### src/rtl/gshare_predictor_pkg.sv
// ---------------------------------------------------------------------------
// gshare_predictor_pkg
// Shared constants and helpers for the gshare branch predictor slice.
//   ADDR_W_DEF      : default PC width
//   IDX_W_DEF       : default pattern-history-table index width
//   CTR_W_DEF       : default saturating counter width
//   HIST_W_DEF      : default global history length
//   CTR_RST_DEF     : reset value of a default-width counter (weakly taken)
//   ctrResetValue() : weakly-taken reset value for any counter width
// ---------------------------------------------------------------------------
package gshare_predictor_pkg;

  localparam int ADDR_W_DEF = 32;
  localparam int IDX_W_DEF  = 7;
  localparam int CTR_W_DEF  = 2;
  localparam int HIST_W_DEF = 6;

  typedef logic [31:0] perfCount_t;

  // Weakly taken: only the MSB of the counter is set.
  function automatic int unsigned ctrResetValue(input int unsigned ctrW);
    return 32'd1 << (ctrW - 1);
  endfunction

  localparam logic [CTR_W_DEF-1:0] CTR_RST_DEF = CTR_W_DEF'(ctrResetValue(CTR_W_DEF));

endpackage

### src/rtl/gshare_predictor_if.sv
// ---------------------------------------------------------------------------
// gshare_predictor_if
// Fetch-side lookup and ROB-side commit signals of the gshare predictor.
//   master : fetch unit / ROB side (drives PCs, valid, commit information)
//   slave  : predictor side (returns prediction, history snapshot, perf counts)
// ---------------------------------------------------------------------------
interface gshare_predictor_if #(
  parameter int ADDR_W = 32,
  parameter int HIST_W = 6
);

  logic [ADDR_W-1:0] if_to_pr_PC;
  logic              if_to_pr_valid;
  logic              pr_to_if_prediction;
  logic [HIST_W-1:0] pr_to_if_hist;
  logic              rob_to_pr_br_commit;
  logic [ADDR_W-1:0] rob_to_pr_PC;
  logic [HIST_W-1:0] rob_to_pr_hist;
  logic              rob_to_pr_br_taken;
  logic              rob_to_pr_mispredict;
  logic [31:0]       pr_perf_branches;
  logic [31:0]       pr_perf_mispredicts;

  modport master (
    output if_to_pr_PC, if_to_pr_valid,
    output rob_to_pr_br_commit, rob_to_pr_PC, rob_to_pr_hist,
    output rob_to_pr_br_taken, rob_to_pr_mispredict,
    input  pr_to_if_prediction, pr_to_if_hist,
    input  pr_perf_branches, pr_perf_mispredicts
  );

  modport slave (
    input  if_to_pr_PC, if_to_pr_valid,
    input  rob_to_pr_br_commit, rob_to_pr_PC, rob_to_pr_hist,
    input  rob_to_pr_br_taken, rob_to_pr_mispredict,
    output pr_to_if_prediction, pr_to_if_hist,
    output pr_perf_branches, pr_perf_mispredicts
  );

endinterface

### src/rtl/gshare_predictor_sat_counter_update.sv
// ---------------------------------------------------------------------------
// sat_counter_update
// Combinational next value of a CTR_W-bit saturating up/down counter.
//   i_ctr   : current counter value
//   i_taken : 1 = count up, 0 = count down
//   o_ctr   : next value, clamped at all-ones and zero (never wraps)
// ---------------------------------------------------------------------------
module sat_counter_update #(
  parameter int CTR_W = 2
) (
  input  logic [CTR_W-1:0] i_ctr,
  input  logic             i_taken,
  output logic [CTR_W-1:0] o_ctr
);

  // Move one step toward the resolved direction unless already at that end.
  always_comb begin
    o_ctr = i_ctr;
    if (i_taken && (i_ctr != {CTR_W{1'b1}})) begin
      o_ctr = i_ctr + CTR_W'(1);
    end else if (!i_taken && (i_ctr != {CTR_W{1'b0}})) begin
      o_ctr = i_ctr - CTR_W'(1);
    end
  end

endmodule

### src/rtl/gshare_predictor.sv
// ---------------------------------------------------------------------------
// gshare_predictor
// Global-history (gshare) branch direction predictor with a register-array
// pattern history table of 2^IDX_W saturating counters.
//   clk_in / rst_in : clock, asynchronous active-high reset
//   rdy_in          : global enable, all state holds while low
//   bus (slave)     : fetch lookup (PC, valid -> prediction, history snapshot),
//                     ROB commit (PC, history snapshot, direction, mispredict),
//                     committed-branch and mispredict performance counters
// ---------------------------------------------------------------------------
module gshare_predictor
  import gshare_predictor_pkg::*;
#(
  parameter int ADDR_W = ADDR_W_DEF,
  parameter int IDX_W  = IDX_W_DEF,
  parameter int CTR_W  = CTR_W_DEF,
  parameter int HIST_W = HIST_W_DEF
) (
  input  logic clk_in,
  input  logic rst_in,
  input  logic rdy_in,
  gshare_predictor_if.slave bus
);

  localparam int PHT_N = 1 << IDX_W;
  localparam logic [CTR_W-1:0] CTR_RST = CTR_W'(ctrResetValue(CTR_W));

  logic [CTR_W-1:0]  r_pht [PHT_N];
  logic [HIST_W-1:0] r_specGhr;
  logic [HIST_W-1:0] r_archGhr;
  perfCount_t        r_perfBranches;
  perfCount_t        r_perfMispredicts;

  logic [ADDR_W-1:0] w_fetchPc;
  logic [ADDR_W-1:0] w_commitPc;
  logic [IDX_W-1:0]  w_lookupIdx;
  logic [IDX_W-1:0]  w_updateIdx;
  logic              w_prediction;
  logic [CTR_W-1:0]  w_ctrNext;
  logic [HIST_W-1:0] w_specShift;
  logic [HIST_W-1:0] w_archNext;
  logic              w_update;
  logic              w_restore;

  assign w_fetchPc  = bus.if_to_pr_PC;
  assign w_commitPc = bus.rob_to_pr_PC;

  // Word-aligned PC bits [IDX_W+1:2] hashed with the zero-extended history.
  assign w_lookupIdx = IDX_W'(w_fetchPc >> 2) ^ IDX_W'(r_specGhr);
  assign w_updateIdx = IDX_W'(w_commitPc >> 2) ^ IDX_W'(bus.rob_to_pr_hist);

  // Read straight from the array: a same-cycle commit to this entry is not bypassed.
  assign w_prediction = r_pht[w_lookupIdx][CTR_W-1];

  // Shift-left-and-insert written as a truncating concat so HIST_W=1 also works.
  assign w_specShift = HIST_W'({r_specGhr, w_prediction});
  assign w_archNext  = HIST_W'({r_archGhr, bus.rob_to_pr_br_taken});

  assign w_update  = rdy_in && bus.rob_to_pr_br_commit;
  assign w_restore = w_update && bus.rob_to_pr_mispredict;

  sat_counter_update #(
    .CTR_W (CTR_W)
  ) u_satCounterUpdate (
    .i_ctr   (r_pht[w_updateIdx]),
    .i_taken (bus.rob_to_pr_br_taken),
    .o_ctr   (w_ctrNext)
  );

  // Pattern history table: every entry reset to weakly taken, one entry
  // trained per committed branch.
  always_ff @(posedge clk_in or posedge rst_in) begin
    if (rst_in) begin
      for (int i = 0; i < PHT_N; i++) begin
        r_pht[i] <= CTR_RST;
      end
    end else if (w_update) begin
      r_pht[w_updateIdx] <= w_ctrNext;
    end
  end

  // Global histories: the speculative copy advances with each fetched branch
  // and is rebuilt from the architectural copy on a mispredict, which wins
  // over a fetch in the same cycle.
  always_ff @(posedge clk_in or posedge rst_in) begin
    if (rst_in) begin
      r_specGhr <= '0;
      r_archGhr <= '0;
    end else if (rdy_in) begin
      if (w_restore) begin
        r_specGhr <= w_archNext;
      end else if (bus.if_to_pr_valid) begin
        r_specGhr <= w_specShift;
      end
      if (w_update) begin
        r_archGhr <= w_archNext;
      end
    end
  end

  // Performance counters, saturating at all-ones.
  always_ff @(posedge clk_in or posedge rst_in) begin
    if (rst_in) begin
      r_perfBranches    <= '0;
      r_perfMispredicts <= '0;
    end else if (w_update) begin
      if (r_perfBranches != '1) begin
        r_perfBranches <= r_perfBranches + 32'd1;
      end
      if (bus.rob_to_pr_mispredict && (r_perfMispredicts != '1)) begin
        r_perfMispredicts <= r_perfMispredicts + 32'd1;
      end
    end
  end

  assign bus.pr_to_if_prediction = w_prediction;
  assign bus.pr_to_if_hist       = r_specGhr;
  assign bus.pr_perf_branches    = r_perfBranches;
  assign bus.pr_perf_mispredicts = r_perfMispredicts;

endmodule

### src/flat_wrapper.sv
// flat-port wrapper written by rule: the top's interface ports become plain ports
module gshare_predictor_flat import gshare_predictor_pkg::*;
#(
  parameter int ADDR_W = ADDR_W_DEF,
  parameter int IDX_W  = IDX_W_DEF,
  parameter int CTR_W  = CTR_W_DEF,
  parameter int HIST_W = HIST_W_DEF
)
  (clk_in, rst_in, rdy_in, bus_if_to_pr_PC, bus_if_to_pr_valid, bus_rob_to_pr_br_commit, bus_rob_to_pr_PC, bus_rob_to_pr_hist, bus_rob_to_pr_br_taken, bus_rob_to_pr_mispredict, bus_pr_to_if_prediction, bus_pr_to_if_hist, bus_pr_perf_branches, bus_pr_perf_mispredicts);
  gshare_predictor_if #(.ADDR_W(ADDR_W), .HIST_W(HIST_W)) bus_i ();
  input  logic clk_in;
  input  logic rst_in;
  input  logic rdy_in;
  input wire logic [$bits(bus_i.if_to_pr_PC)-1:0] bus_if_to_pr_PC;
  input wire logic [$bits(bus_i.if_to_pr_valid)-1:0] bus_if_to_pr_valid;
  input wire logic [$bits(bus_i.rob_to_pr_br_commit)-1:0] bus_rob_to_pr_br_commit;
  input wire logic [$bits(bus_i.rob_to_pr_PC)-1:0] bus_rob_to_pr_PC;
  input wire logic [$bits(bus_i.rob_to_pr_hist)-1:0] bus_rob_to_pr_hist;
  input wire logic [$bits(bus_i.rob_to_pr_br_taken)-1:0] bus_rob_to_pr_br_taken;
  input wire logic [$bits(bus_i.rob_to_pr_mispredict)-1:0] bus_rob_to_pr_mispredict;
  output wire logic [$bits(bus_i.pr_to_if_prediction)-1:0] bus_pr_to_if_prediction;
  output wire logic [$bits(bus_i.pr_to_if_hist)-1:0] bus_pr_to_if_hist;
  output wire logic [$bits(bus_i.pr_perf_branches)-1:0] bus_pr_perf_branches;
  output wire logic [$bits(bus_i.pr_perf_mispredicts)-1:0] bus_pr_perf_mispredicts;
  assign bus_i.if_to_pr_PC = bus_if_to_pr_PC;
  assign bus_i.if_to_pr_valid = bus_if_to_pr_valid;
  assign bus_i.rob_to_pr_br_commit = bus_rob_to_pr_br_commit;
  assign bus_i.rob_to_pr_PC = bus_rob_to_pr_PC;
  assign bus_i.rob_to_pr_hist = bus_rob_to_pr_hist;
  assign bus_i.rob_to_pr_br_taken = bus_rob_to_pr_br_taken;
  assign bus_i.rob_to_pr_mispredict = bus_rob_to_pr_mispredict;
  assign bus_pr_to_if_prediction = bus_i.pr_to_if_prediction;
  assign bus_pr_to_if_hist = bus_i.pr_to_if_hist;
  assign bus_pr_perf_branches = bus_i.pr_perf_branches;
  assign bus_pr_perf_mispredicts = bus_i.pr_perf_mispredicts;
  gshare_predictor #(.ADDR_W(ADDR_W), .IDX_W(IDX_W), .CTR_W(CTR_W), .HIST_W(HIST_W)) u_core (.clk_in(clk_in), .rst_in(rst_in), .rdy_in(rdy_in), .bus(bus_i));
endmodule
### config.mk
export PLATFORM = sky130hd
export DESIGN_NAME = gshare_predictor_flat
export DESIGN_NICKNAME = d
export VERILOG_FILES = /design/src/rtl/gshare_predictor_pkg.sv /design/src/rtl/gshare_predictor_if.sv /design/src/rtl/gshare_predictor_sat_counter_update.sv /design/src/rtl/gshare_predictor.sv /design/src/flat_wrapper.sv
export SDC_FILE = /design/constraint.sdc
export NUM_CORES = 1
export LEC_CHECK = 0
export CAP_MARGIN = 20
export CORE_MARGIN = 3
export CORE_UTILIZATION = 55
export CTS_CLUSTER_DIAMETER = 150
export DETAILED_ROUTE_END_ITERATION = 8
export PLACE_DENSITY = 0.82
export SLEW_MARGIN = 20
export SYNTH_ARGS = -nofsm -noshare
export SYNTH_HDL_FRONTEND = slang
export SYNTH_SLANG_ARGS = --single-unit
### constraint.sdc
create_clock -name clk_in -period 13.6 [get_ports clk_in]
set_clock_uncertainty 0.1 [all_clocks]
set_input_delay 2.72 -clock clk_in [delete_from_list [all_inputs] [get_ports clk_in]]
set_output_delay 2.72 -clock clk_in [all_outputs]
set_load 0.005 [all_outputs]
* Yosys cells after proc, flatten, opt, wreduce, memory -nomap -nowiden
Index checks and enable logic that the tools add are counted.
** Word-level totals
- Logic and storage cells :: 172
- Input bits :: 77
- Register bits :: 331
** Operators by class
- Order comparisons :: 3
- Eq/ne operators :: 3
- Multiplexer cells :: 13
- Bitwise operators :: 4
- Add/sub/neg operators :: 4
- Reduce and logical (&&, ||, !) cells :: 13
** Operators by type and width (count)
- $bwmux W256 :: 1
- $add A32 B1 Y32 const B :: 2
- $ne A32 B32 Y1 const B :: 2
- $bmux W2 S7 :: 2
- $ge A8 B8 Y1 const B :: 2
- $not A7 Y8 :: 2
- $demux W2 S7 :: 1
- $mux W2 :: 7
- $xor A7 B6 Y7 :: 2
- $mux W6 :: 2
- $lt A8 B1 Y1 const B :: 1
- $reduce_and A2 Y1 :: 4
- $logic_and A1 B1 Y1 :: 6
- $reduce_bool A2 Y1 :: 2
- $add A2 B1 Y2 const B :: 1
- $ne A2 B2 Y1 const B :: 1
- $sub A2 B1 Y2 const B :: 1
- $logic_not A1 Y1 :: 1

* Logic depth before layout (Yosys ltp)
- Depth after elaboration :: 10
- Mapped depth :: 22
- Depth with buffers taken out :: 15

* Hierarchy
Synthesis repeated with hierarchy kept, for this count alone.
** Unflattened totals
- Cell total of the unflattened synthesis :: 1383
- Area, all modules :: 16794.9 um2
** Modules (own cells, without submodules)
- gshare_predictor :: area an instance 16734.8 um2, cells an instance 1376, seq. area each 8443.1 um2, times used 1
- sat_counter_update :: area an instance 60.1 um2, cells an instance 7, seq. area each 0.0 um2, times used 1

* Least setup slack after synthesis
OpenSTA, ideal clock, no wires.
- Path kind :: input to output
- Start :: input bus_if_to_pr_PC[3]
- End :: output bus_pr_to_if_prediction
- Required time :: 10780 ps
- Path buffers :: 1
- Setup slack :: 6340 ps
- Stages on the path :: 8
- Arrival :: 4440 ps
- Cell sequence :: xnor2_1 clkbuf_1 nand2_1 nand3_1 nand4_1 mux4_2 mux2i_1 mux2_2
** On the way
- Cells in the longest elaborated chain, start to end :: 5
** RTL lines
- from (decl) :: line flat_wrapper.sv:14 : input wire logic [$bits(bus_i.if_to_pr_PC)-1:0] bus_if_to_pr_PC;
- $xor A7 B6 Y7 :: line gshare_predictor.sv:49 : assign w_lookupIdx = IDX_W'(w_fetchPc >> 2) ^ IDX_W'(r_specGhr);
- $not A7 Y8 (not written as such) :: line gshare_predictor.sv:53 : assign w_prediction = r_pht[w_lookupIdx][CTR_W-1];
- $bmux W2 S7 :: line gshare_predictor.sv:53
- $mux W2 (not written as such) (2 in series) :: line gshare_predictor.sv:53
- to (decl) :: line flat_wrapper.sv:21 : output wire logic [$bits(bus_i.pr_to_if_prediction)-1:0] bus_pr_to_if_prediction;
No other way between the ends. The select of a mux whose other input is x is not followed.

* Final worst setup path
Ends and elaborated chain as after synthesis.

==> results.md <==
- Critical R2R Capture: u_core.r_pht[182]
- Clock Path Buffers: 3
- CTS tree: yes
- Final hold viol count: 0
- Hold_buf cts: 0
- ANT nets after route: 0
- Synthesized instance count: 1873
- Die width: 187 µm
- First-pass DRT Iterations: 6
- Crit Path Max Fanout: 64
- WHS Endpoint: u_core.bus.pr_perf_branches[26]
- Final Util: 0.648
- Clock sink total: 331
- Worst path depth: 10
- Post-place setup slack: 4.50 ns
- Crit. End Element: output pin
- Via Count: 15666
- First-pass GRT wire length: 85200 µm
- Seq cells post-synth: 331
- Share of flip-flops with an asynchronous set or reset: 1.00
- Hold path cells: 1
- N_diodes: 0
- Wire length per cell: 22.3 µm
- Setup ws final: 4.40 ns
- Fraction of layout cells with a size suffix above 1: 0.211
- Worst path max stage delay: 0.80 ns
- Placed cells: 2332
- Worst-path clk slew: 0.06 ns
- Iter 0 DRT Violations: 2245
- Achievable Freq: 109 MHz
- Max Cap Viol: 0
- PD cells: 151 nW/µm²
- Critical path class: in2out
- Post-DP HPWL: 33300 µm
- Via density: 6.52
- Die H: 187 µm
- Share of the synthesized area in the top cell type: 0.281
- Grt total ovfl: 0
- Initial core utilization: 0.565
- Main combinational cell family by area after synthesis: simple AND/OR/NAND/NOR gates
- Relative max-transition margin: 0.167
- Mux cell area share after synthesis: 0.160
- Adder-Cell Fraction of Synth Area: 0.00277
- Post-Route WL: 53700 µm
- Most used DFF post-synth: dfrtp_1
- Setup TNS: 0 ns
- Worst Path Buf+Inv: 3
- Worst Hold Class: reg2reg
- Synthesized Nets: 1954
- Post-synthesis xor/xnor area fraction: 0.0424
- CP Data Arrival Time: 6.38 ns
- Syn_area_per_cell: 9.65 µm²
- Slew Viols, Final: 0
- Port Buf Inserts: 97
- Area of the die: 35100 µm²
- Initial antenna violation count: 0
- Total track usage: 0.300
- EDFF count, synth: 0
- Seq/Total Area, Yosys: 0.467
- Ports: 148
- Post-synthesis cell type count: 64
- Postcts setup bufs: 0
- Post-synthesis compound-gate area fraction: 0.117
- Static leakage: 8.59 nW
- Core footprint: 32000 µm²
- R2R cell count: 14
- Synth area leaders: dfrtp_1, dfstp_2, mux2_2
- Top delay family on crit path: buffers and inverters
- Pwr Total: 0.00313 W
- Hold_sp: u_core.bus.pr_perf_branches[26]
- Final setup fails: 0
- Synth warn: 0
- Worst R2R Start: u_core.r_pht[67]
- Most used cell, CP: clkdlybuf4s50_1
- Synthesized area: 18100 µm²
- Worst path slowest cell: clkdlybuf4s50_1
- Reg-to-reg slack, setup: 8.73 ns
- Crit path launch type: primary input
- CTS root buffer: clkbuf_16
- Outcome: finished clean
- Least-Margin Pin Slew: 1.25 ns
- Synthesis-to-finish area growth: 14.6%
- Vias in the first global route: 15625
- Layout Cells excl Fill: 2402
- DRC violations left: 0
- Final Cycle Share: 0.677
- H-tree levels: 2
- Largest net degree at the start of global routing: 123
- Fin crit period: 9.20 ns
- Crit-path cells: clkdlybuf4s50_1 -> xnor2_2 -> buf_4 -> nand2_1 -> nand3_1 -> nand4_1 -> mux4_2 -> mux2i_1 -> mux2_2 -> clkdlybuf4s50_1
- Final #Nets: 2019
- Num CTS Buffers: 37
- Post-cts repair resize count: 0
- RSZ-0062 raised after global routing: no
- Req. time, crit path: 10.78 ns
- Peak VDD IR: 0.139 mV
- Simple-gate portion of the synthesized area: 0.178
- Cell taking the most area after synthesis: dfrtp_1
- FP Rows: 65
- Worst skew pair latency: 0.53 ns
- GPL Wtd Cong: 0.955
worst max path at each step:
stage | startpoint | endpoint | slack (ns)
6_report | bus_if_to_pr_PC[3] | bus_pr_to_if_prediction | 4.40
5_1_grt | bus_if_to_pr_PC[3] | bus_pr_to_if_prediction | 4.39
4_1_cts | bus_if_to_pr_PC[3] | bus_pr_to_if_prediction | 4.57
3_5_place_dp | bus_rob_to_pr_hist[2] | u_core.r_pht[192] | 4.50
3_3_place_gp | bus_if_to_pr_PC[3] | bus_pr_to_if_prediction | 4.65
2_1_floorplan | rst_in | u_core.bus.pr_perf_branches[0] | 1.82
layout make-up:
cell class / instances / area [µm²]
clock buffer: 62 / 1120
clock inverter: 6 / 61.3
fill: 2467 / 11300
inverter: 11 / 48.8
multi-input combinational: 1427 / 9230
sequential: 331 / 8440
tap: 435 / 544
timing repair buffer: 130 / 1250
cells in the final DEF (no fill, tap or decap), types with 66 or more instances in the layout:
| master | Yosys | routed |
|---|---|---|
| a21oi_1 | 66 | 66 |
| clkdlybuf4s50_1 | 0 | 97 |
| dfrtp_1 | 203 | 203 |
| dfstp_2 | 128 | 128 |
| mux2_2 | 141 | 141 |
| mux2i_1 | 96 | 96 |
| nand2_1 | 405 | 405 |
| nand3_1 | 117 | 117 |
| nor2_1 | 130 | 125 |
| o21ai_0 | 72 | 72 |
| o21ai_1 | 77 | 76 |
routing by layer:
metal | share of wire | vias up | wire, µm | global-route usage
met5 | 0 | - | 0 | 0
met4 | 0.059 | 0 | 3190 | 0.161
met3 | 0.13 | 250 | 6770 | 0.0933
met2 | 0.44 | 1078 | 23500 | 0.452
met1 | 0.38 | 7564 | 20200 | 0.390
li1 | - | 6774 | - | -
cells by family (layout without fill, tap and decap cells):
group / Yosys count / count (layout)
xor+xnor: 84 / 84
buf+inv: 115 / 209
flops: 331 / 331
simple gates: 751 / 751
fa+ha+maj: 4 / 4
mux: 253 / 253
compound gates: 335 / 335
worst register-to-register path, cell delays in order, from the launching register on:
cell and delay [ns]:
dfstp_2 0.39, mux2i_1 0.16, o2bb2ai_1 0.11, a2111oi_0 0.72, a2111oi_0 0.21, a41oi_1 0.55, nor2_1 0.09, inv_1 0.09
nand2_1 0.06, ha_1 0.26, mux2i_1 0.38, xor2_4 0.16, buf_4 0.46, buf_4 0.70, mux2_2 0.36
where the power goes:
part	total (W)	switching, W	internal [W]
sequential	0.00125	0.000109	0.00114
clock	0.000986	0.000404	0.000582
combinational	0.000894	0.000589	0.000305
total	0.00313	0.00110	0.00203
sequential cells by signal, summed over array words and instances (netlist names):
register / flops
u_core.r_pht: 256
u_core.bus.pr_perf_mispredicts: 32
u_core.bus.pr_perf_branches: 32
u_core.r_archGhr: 5
u_core.bus.pr_to_if_hist: 6
synth_stat cells, types with 9 or more instances:
library cell / instances
dfstp_2: 128
xnor2_1: 47
clkbuf_1: 45
o22ai_1: 13
nand3_1: 117
nand4_1: 28
buf_6: 9
nand2_1: 405
o21ai_1: 77
a21oi_1: 66
inv_1: 11
dfrtp_1: 203
o31ai_1: 17
and3_1: 21
nor3_1: 24
mux2_2: 141
a31oi_1: 14
buf_2: 35
xor2_1: 33
mux2i_1: 96
o21ai_0: 72
nor2_1: 130
mux4_2: 15
o31ai_2: 13
per-stage QoR:
stage                     cell area (µm²)  hold slack (ns)
after floorplan                     18100            0.346
after global placement              19500            0.370
after detailed placement            19500            0.375
after CTS                           20600            0.391
after global routing                20700            0.415
final                               20700            0.386
No activity file was read; power rests on OpenSTA's default activity.
